<file path="config.mk">
export PLATFORM = sky130hd
export DESIGN_NAME = clock_divider_bank
export DESIGN_NICKNAME = d
export VERILOG_FILES = /design/src/rtl/clock_divider_bank.sv
export SDC_FILE = /design/constraint.sdc
export NUM_CORES = 1
export LEC_CHECK = 0
export BUFFER_PORTS_ARGS = -buffer_cell sky130_fd_sc_hd__buf_2
export CAP_MARGIN = 20
export CORE_MARGIN = 2
export CORE_UTILIZATION = 44
export CTS_BUF_LIST = sky130_fd_sc_hd__clkbuf_2
export DETAILED_ROUTE_END_ITERATION = 16
export PLACE_DENSITY_LB_ADDON = 0.3
export SLEW_MARGIN = 30
export SYNTH_ARGS = -nofsm -noshare
export SYNTH_HDL_FRONTEND = slang
export SYNTH_SLANG_ARGS = --single-unit
</file>
<file path="constraint.sdc">
create_clock -name clock -period 2.1 [get_ports clock]
set_input_delay 0.105 -clock clock [delete_from_list [all_inputs] [get_ports clock]]
set_output_delay 0.105 -clock clock [all_outputs]
set_load 0.1 [all_outputs]
</file>
<file path="src/rtl/clock_divider_bank.sv">
// clock_divider_bank: NUM_CH independent programmable clock dividers sharing one
// system clock. Each channel produces a one-cycle tick on the last cycle of its
// period and a divided clock that is high for the first ceil(ratio/2) cycles.
// A new ratio is held in a shadow register and only becomes active at a period
// boundary (wrap), while the channel is idle, or on sync_all, so a period never
// has a partial length.
module clock_divider_bank #(
  parameter int NUM_CH         = 4,
  parameter int WIDTH          = 8,
  parameter int RESET_RATIO_M1 = 1,
  localparam int CH_W          = (NUM_CH > 1) ? $clog2(NUM_CH) : 1
) (
  input  logic              clock,
  input  logic              reset,
  input  logic [NUM_CH-1:0] enable,
  input  logic              sync_all,
  input  logic              cfg_valid,
  output logic              cfg_ready,
  input  logic [CH_W-1:0]   cfg_ch,
  input  logic [WIDTH-1:0]  cfg_ratio_m1,
  output logic [NUM_CH-1:0] tick,
  output logic [NUM_CH-1:0] div_clk
);

  localparam logic [CH_W:0]    NUM_CH_V    = (CH_W + 1)'(NUM_CH);
  localparam logic [WIDTH-1:0] RESET_RATIO = WIDTH'(RESET_RATIO_M1);

  // Per-channel registered state.
  logic [NUM_CH-1:0]             en_q, en_d;
  logic [NUM_CH-1:0][WIDTH-1:0]  count_q, count_d;
  logic [NUM_CH-1:0][WIDTH-1:0]  ratio_m1_q, ratio_m1_d;
  logic [NUM_CH-1:0][WIDTH-1:0]  shadow_q, shadow_d;
  logic [NUM_CH-1:0]             pending_q, pending_d;

  // Decode helpers.
  logic [NUM_CH-1:0][WIDTH:0]    half;
  logic                          ch_valid;
  logic                          cfg_accept;

  // Config handshake: a channel accepts a new ratio only when nothing is pending;
  // writes addressed past the last channel are acknowledged and dropped.
  always_comb begin
    // NOTE: every combinational output gets a default first so no path can infer a latch.
    ch_valid   = ({1'b0, cfg_ch} < NUM_CH_V);
    cfg_ready  = 1'b1;
    if (ch_valid) begin
      cfg_ready = !pending_q[cfg_ch];
    end
    cfg_accept = cfg_valid && cfg_ready && ch_valid;
  end

  // Output decode from registered state only; half is one bit wider so that
  // ratio_m1 = 2^WIDTH-1 does not overflow.
  always_comb begin
    half    = '0;
    tick    = '0;
    div_clk = '0;
    for (int i = 0; i < NUM_CH; i++) begin
      half[i]    = ({1'b0, ratio_m1_q[i]} + (WIDTH + 1)'(2)) >> 1;
      tick[i]    = en_q[i] && (count_q[i] == ratio_m1_q[i]);
      div_clk[i] = en_q[i] && ({1'b0, count_q[i]} < half[i]);
    end
  end

  // Next-state: counting, boundary-aligned ratio apply, and shadow capture.
  // tick doubles as the wrap condition since it is en_q && count == ratio_m1.
  always_comb begin
    en_d       = enable;
    count_d    = count_q;
    ratio_m1_d = ratio_m1_q;
    shadow_d   = shadow_q;
    pending_d  = pending_q;
    for (int i = 0; i < NUM_CH; i++) begin
      // Idle, disabling, sync and wrap all restart the period at zero.
      if (sync_all || !enable[i] || !en_q[i] || tick[i]) begin
        count_d[i] = '0;
      end else begin
        count_d[i] = count_q[i] + WIDTH'(1);
      end

      // Pending ratio takes effect only at a boundary so no period is truncated.
      if (pending_q[i] && (sync_all || !en_q[i] || tick[i])) begin
        ratio_m1_d[i] = shadow_q[i];
        pending_d[i]  = 1'b0;
      end

      // Acceptance implies pending_q was clear, so a write landing on a wrap
      // is never applied at that same wrap; it waits for the next boundary.
      if (cfg_accept && (cfg_ch == CH_W'(i))) begin
        shadow_d[i]  = cfg_ratio_m1;
        pending_d[i] = 1'b1;
      end
    end
  end

  // State registers with synchronous active-high reset.
  always_ff @(posedge clock) begin
    // NOTE: the whole register bank is reset because pending/shadow must never
    // carry a stale write across reset; sequential state uses <= throughout.
    if (reset) begin
      en_q       <= '0;
      count_q    <= '0;
      ratio_m1_q <= {NUM_CH{RESET_RATIO}};
      shadow_q   <= '0;
      pending_q  <= '0;
    end else begin
      en_q       <= en_d;
      count_q    <= count_d;
      ratio_m1_q <= ratio_m1_d;
      shadow_q   <= shadow_d;
      pending_q  <= pending_d;
    end
  end

endmodule

</file>
======== Word level (Yosys, flattened, before mapping) ========
Index checks and enable logic that the tools add are counted.
operators by class
  add/sub/neg operators ................... 8
  $lt $le $gt $ge ......................... 5
  equality and inequality tests ........... 7
  multiplexer cells ....................... 10
  reductions and logical operators ........ 55
operator list
  operator                                                              number
  8-bit by 2-bit adder with 9-bit output, second input constant         4
  8-bit by 1-bit adder with 8-bit output, second input constant         4
  8-bit == test                                                         4
  8-bit < comparator                                                    4
  1-bit logical OR                                                      20
  1-bit logical AND                                                     17
  1-bit zero test                                                       9
  1-bit two-way mux                                                     9
  2-bit nonzero test                                                    4
  2-bit OR reduction                                                    4
  2-bit == test, second input constant                                  2
  2-bit by 3-bit < comparator with 1-bit output, second input constant  1
  1-bit binary-select mux with 2-bit select                             1
  2-bit by 1-bit == test with 1-bit output, second input constant       1
  2-bit zero test                                                       1
storage, ports and cells
  bits in registers ....................... 104
  input bits .............................. 18
  output and inout bits ................... 9

======== Logic depth before layout (Yosys ltp) ========
Gate-level depths: netlist (run 1).
  depth in word-level cells ............... 6
  mapped depth ............................ 8

======== Worst setup path after synthesis (run 1) ========
Ideal clock, no wire load.
  path type ............................... register -> output
  start ................................... register ratio_m1_q[1] (netlist name)
  end ..................................... output div_clk[0]
  arrival ................................. 3.083 ns
  required time ........................... 1.995 ns
  setup slack ............................. -1.088 ns
  cell stages (with the launch flop) ...... 9
  cells stage by stage .................... dfxtp_1 > ha_1 > and3_1 > xnor2_1 > ha_1 > a21o_1 > a21oi_1 > o21ai_0 > a31oi_1
on the way
  word-level cells in the longest chain between the ends .. 3
ends and longest elaborated chain
  item                                    line  text
  start: declaration                      31    logic [NUM_CH-1:0][WIDTH-1:0] ratio_m1_q, ratio_m1_d;
  start signal: assignment                103   ratio_m1_q <= {NUM_CH{RESET_RATIO}};
  start signal: assignment                109   ratio_m1_q <= ratio_m1_d;
  8-bit by 2-bit adder with 9-bit output  59    half[i] = ({1'b0, ratio_m1_q[i]} + (WIDTH + 1)'(2)) >> 1;
  8-bit < comparator                      61    div_clk[i] = en_q[i] && ({1'b0, count_q[i]} < half[i]);
  1-bit logical AND                       61
  end: declaration                        22    output logic [NUM_CH-1:0] div_clk
No other way between the ends.

======== Final worst setup path (run 1) ========
Ends and elaborated chain as after synthesis.

==> results of run 1 <==
==> critical path, stage by stage (launching register included) <==
cell	delay (ns)
dfxtp_2	0.38
ha_2	0.18
and3_4	0.18
xnor2_1	0.12
ha_1	0.29
a21o_1	0.20
a21oi_2	0.14
o21ai_2	0.08
a31oi_4	0.16
buf_12	0.20
==> power by group through the flow <==
| stage | Clock (mW) | Combinational, mW | Sequential, mW |
|---|---|---|---|
| 2_1_floorplan | 0 | 0.252 | 2.06 |
| 3_3_place_gp | 0 | 0.364 | 2.08 |
| 3_5_place_dp | 0 | 0.373 | 2.08 |
| 4_1_cts | 1.02 | 0.434 | 2.04 |
| 5_1_grt | 1.07 | 0.477 | 2.05 |
| 6_report | 0.987 | 0.444 | 2.04 |
==> layout make-up <==
cell class | count | area (µm²) | share of cell area
clock buffer | 9 | 45.04 | 0.005748
clock inverter | 7 | 71.32 | 0.009101
inverter | 9 | 33.78 | 0.004311
multi-input combinational | 614 | 4309 | 0.5499
sequential | 104 | 2162 | 0.2759
tap | 180 | 225.2 | 0.02874
timing repair buffer | 110 | 989.7 | 0.1263
==> final timing paths <==
kind	endpoint	slack, ns	depth (start not counted)
hold reg to reg	shadow_q[24]	0.47	2
setup reg to reg	ratio_m1_q[12]	0.22	8
setup / recovery	div_clk[0]	-0.55	9
hold / removal	pending_q[0]	0.10	5
==> metrics by stage <==
step / cells / utilization / cell area [µm²] / hold slack (ns) / setup WS [ns]
final: 1033 / 0.5645 / 7836 / 0.1035 / -0.5506
after floorplan: 774 / - / 6402 / 0.2410 / -0.2393
after global placement: 970 / 0.4985 / 6919 / 0.3659 / -0.007040
after CTS: 1031 / 0.5516 / 7656 / 0.08888 / -0.5842
after detailed placement: 970 / 0.4985 / 6919 / 0.3795 / -0.02371
after global routing: 1033 / 0.5645 / 7836 / 0.1046 / -0.6617
==> placed cells by master, fill, tap and decap left out, types with 11 or more instances in the layout <==
cell type and count:
nand2_1 104, nor2_1 72, dfxtp_1 62, buf_4 53, nand2b_1 36, a21oi_1 36, xnor2_1 34, nand3_1 33
ha_1 32, nor3b_1 31, dfxtp_2 31, nor3_1 29, or4_1 28, xor2_1 25, dlygate4sd3_1 23, o311ai_0 19
buf_2 16, o211ai_1 12, xnor2_2 11, dfxtp_4 11
==> kinds of logic (layout without fill, tap and decap cells) <==
logic type	Yosys count	in the layout	synth area share
AOI/OAI and AO/OA	107	107	0.1140
xor gates and xnor gates	76	76	0.1098
adders and majority gates	36	36	0.07186
buffers and inverters	56	135	0.04551
DFF	104	104	0.3321
muxes	1	1	0.001796
and+or+nand+nor	394	394	0.3250
==> timing repair <==
| action | CTS | global route |
|---|---|---|
| buffers inserted | 22 | 2 |
| gates resized for setup | 66 | 36 |
| pin swaps | 27 | 17 |
| setup endpoints to repair | 9 | 9 |
| endpoints found under the hold margin | 71 | 0 |
| gates cloned | 0 | 0 |
| hold buffers | 23 | 0 |
==> registers in the layout (all words and copies together) (netlist names) <==
register / flops
ratio_m1_q: 32
shadow_q: 32
pending_q: 4
count_q: 32
en_q: 4
==> layer usage <==
metal	GRT usage	up-vias
li1	-	2881
met4	0.08807	0
met2	0.3692	108
met1	0.2558	2736
met3	0.03321	24
met5	0	-
==> out/metrics.yaml, run 1 <==
antenna_cells: 0
core_area_um2: 13880
max_slew_margin: 0.6172
synth_top_area_cell: "dfxtp_1"
layout.nets: 902
nFillCells: 1211
drv_slew: 0
syn_to_final_growth_pct: 25.01
p_leak_nw: 2.581
crit_path_start: "ratio_m1_q[1]"
sw_frac_of_total: 0.2915
clock_latency_ns: 0.63
ys.flop_type: "dfxtp_1"
synth_edf_count: 0
dieWidth_um: 123.4
ir_worst_vdd_uv: 381.6
hpwl_um: 10560
crit_fanout: 2
fp.dieArea_um2: 15220
max_freq_mhz: 377.3
routed-wl-met2_um: 7909
power_frac_comb: 0.128
grt_pass1_wl_um: 25740
power_density_nw_per_um2: 442.9
detail-route-antenna-nets: 0
synth-seq-area-share: 0.3321
final-setup-viol-count: 5
endpoint_kind: "output port"
crit_path_start_kind: "flop"
power_mw: 3.471
yosysTopAreaCellShare: 0.3321
ys_types: 41
clockBufferDepth: 2
power.internal_mw: 2.459
yosysWarnings: 0
top_layer_used: "met4"
grt_usage: 0.2108
seqPwrFrac: 0.588
routedWlPerCell_um: 15.08
io_pins: 27
min_from: "sync_all"
hold_path.class: "primary input to flop"
hold_viol_final: 0
crit-reg2reg-launch: "ratio_m1_q[10]"
vias: 5749
yosys-top-cells-count: "dfxtp_1 (104), nand2_1 (104), nor2_1 (78)"
route.met3.wl_um: 569
grt_overflow: 0
grt_pass1_vias: 5621
cts_tree: "built"
worst_slack_ns: -0.5506
die_h_um: 123.4
drt-met1-wl_um: 6820
status: "complete, but fails checks"
numCtsBuffers: 9
vias_per_cell: 5.565
cap_violations: 0
first_pass_iters: 5
rsz0062_at_grt: "yes"
worst_slew_pin_slew_ns: 0.5742
cts_num_sinks: 104
power_frac_clock: 0.284
violations: "setup timing"
power_switching_mw: 1.012
rows: 43
drt_iter0_markers: 313
final_layout_size_suffix_gt1_frac: 0.2333
synth-seq-cells: 104
cp_data_required_time_ns: 2.00
io_buffers: 26
cts-root-buf: "clkbuf_2"
netlist_instances: 774
synth_area_um2: 6269
min_period_ns: 2.651
wl_um: 15580
fin_setup_tns_ns: -2.138
synth_nets: 828
route.detailed.drc: 0
htree_levels: 3
skew_ns: 0.02562
grt_max_degree: 71
antenna_found_initial: 0
arrival_ns: 2.55
synth.area.top_cells: "dfxtp_1 (33%), ha_1 (7.2%), xnor2_1 (6.7%)"
worstSetupPathType: "flop to output port"
syn_area_per_cell_um2: 8.099
async_flop_share: 0
period_share: 1.262
gp_congestion: 0.8428
start_util: 0.4516
path_clk_slew_ns: 0.28
No activity file was read; power rests on OpenSTA's default activity.
==> run 2: changes to the inputs <==
- CTS_CLUSTER_SIZE: unset -> 16
- SKIP_CTS_REPAIR_TIMING: unset -> 1
==> out/metrics.yaml, run 2 (synthesized netlist as in run 1, its figures left out) <==
status: "complete, but fails checks"
violations: "setup timing"
max_slew_margin: 0.6139  # -0.003321
rows: 43  # unchanged
worst_slack_ns: -0.5508  # -0.0001250 ns
htree_levels: 3  # unchanged
path_depth: 9  # unchanged
drt_iter0_markers: 299  # -4.5%
cp_data_required_time_ns: 2.00  # about the same
rsz0062_at_grt: "yes"
endpoint_kind: "output port"
hold_path.class: "primary input to flop"
worst_path_max_delay_cell: "dfxtp_4"
layout.nets: 890  # -1.3%
route.detailed.drc: 0  # unchanged
detail-route-antenna-nets: 0  # unchanged
hold_viol_final: 0  # unchanged
grt_overflow: 0  # unchanged
final_layout_size_suffix_gt1_frac: 0.2354  # +0.002140
worstSetupPathType: "flop to output port"
antenna_cells: 0  # unchanged
path_buf_inv: 1  # unchanged
final-setup-viol-count: 4  # -1
p_leak_nw: 2.519  # -2.4%
die_h_um: 123.4  # unchanged
syn_to_final_growth_pct: 23.01
hold_path_depth: 5  # unchanged
vias: 5681  # -1.2%
crit_path_start_kind: "flop"
crit_fanout: 6  # +4
stdcell_area_um2: 7711  # -1.6%
cts-root-buf: "clkbuf_2"
worst_path_largest_cell_delay_ns: 0.46  # +0.08 ns
grt_pass1_vias: 5190  # -7.7%
fp.dieArea_um2: 15220  # unchanged
arrival_ns: 2.55  # about the same
crit_family: "compound AO/OA/AOI/OAI gates"
min_period_ns: 2.651  # +0.0001250 ns
max_freq_mhz: 377.3  # about the same
skew_ns: 0.02983  # +0.004213 ns
core_area_um2: 13880  # unchanged
antenna_found_initial: 0  # unchanged
numCtsBuffers: 9  # unchanged
routedWlPerCell_um: 15.07  # about the same
worst_slew_pin_slew_ns: 0.5792  # +0.004982 ns
clockBufferDepth: 2  # unchanged
final_cell_mix: "nand2_1 (104), nor2_1 (74), dfxtp_1 (54), buf_4 (45)"
path_clk_slew_ns: 0.29  # about the same
gp_congestion: 0.8428  # unchanged
dieWidth_um: 123.4  # unchanged
cap_violations: 0  # unchanged
grt_pass1_wl_um: 24150  # -6.2%
clock_latency_ns: 0.61  # -0.02 ns
layoutNonFillerInstCount: 1021  # -1.2%
numPlacedInstances: 970  # unchanged
power_density_nw_per_um2: 448.6  # +1.3%
hpwl_um: 10560  # unchanged
reg_top3: "count_q x32, ratio_m1_q x32, shadow_q x32"
drv_slew: 0  # unchanged
nFillCells: 1237  # +2.1%
grt_usage: 0.1975  # -0.01330
ir_worst_vdd_uv: 404.3  # +5.9%
finish.utilization: 0.5555  # -0.009013
io_buffers: 26  # unchanged
first_pass_iters: 5  # unchanged
period_share: 1.262  # about the same
cts_num_sinks: 104  # unchanged
vias_per_cell: 5.564  # about the same
wl_um: 15380  # -1.2%
placed_area_um2: 6919  # unchanged
path_cells: "ha_4 > nand3_2 > xor2_1 > ha_1 > a21o_1 > a21oi_2 > o21ai_2 > a31oi_4 > buf_12"
io_pins: 27  # unchanged
start_util: 0.4516  # unchanged
layout_commonest_cell: "nand2_1"
rr_worst_depth: 6  # -2
cts_tree: "built"
grt_max_degree: 71  # unchanged
## run 2: changes by cell type in the layout (fill, tap and decap cells not counted), sizes merged
cell | before | now
dlygate4sd3 | 23 | 17
buf | 87 | 81
## run 2: stage by stage
step / setup TNS [ns] / power [mW] / worst slack (ns) / hold slack [ns]
2_1_floorplan: -0.2393 / 2.315 / -0.2393 / 0.2410
3_3_place_gp: -0.007040 / 2.443 / -0.007040 / 0.3659
3_5_place_dp: -0.02371 / 2.454 / -0.02371 / 0.3795
4_1_cts: -4.110 / 3.438 / -0.7382 / -0.3353
5_1_grt: -2.839 / 3.591 / -0.6569 / 0.1219
6_report: -2.096 / 3.459 / -0.5508 / 0.1193
## run 2: final cells by class
type	count	area (µm²)	area share
clock buffers	9	45.04	0.005841
clock inverters	7	71.32	0.009249
inverters	9	33.78	0.004381
multi-input cells	614	4257	0.5520
flip-flops and latches	104	2187	0.2836
well taps	180	225.2	0.02921
repair buffers	98	892.1	0.1157
## run 2: report_power, final
part | leakage [nW] | switching (mW) | internal [mW] | total, mW
clock | 0.0659 | 0.712 | 0.274 | 0.986
sequential | 0.870 | 0.0372 | 2.00 | 2.03
combinational | 1.58 | 0.261 | 0.178 | 0.440
total | 2.52 | 1.01 | 2.45 | 3.46
## run 2: worst paths after layout
check,startpoint,endpoint,slack [ns]
max,ratio_m1_q[10],div_clk[1],-0.55
min,sync_all,pending_q[2],0.12
max reg2reg,count_q[0],ratio_m1_q[7],0.27
min reg2reg,shadow_q[24],shadow_q[24],0.47
## run 2: worst register-to-register path: cells and delay by family (launching register included)
family,cells,cell delay [ns]
AND/OR/NAND/NOR,2,0.62
flip-flops,1,0.47
buffers and inverters,2,0.31
XOR/XNOR,1,0.15
AO/OA/AOI/OAI,1,0.14
## run 2: metal layers
layer / vias to the layer above / track usage / share of wire
met5: - / 0 / 0
met4: 0 / 0.07173 / 0.013
li1: 2858 / - / -
met1: 2714 / 0.2535 / 0.45
met2: 95 / 0.3365 / 0.51
met3: 14 / 0.02814 / 0.028
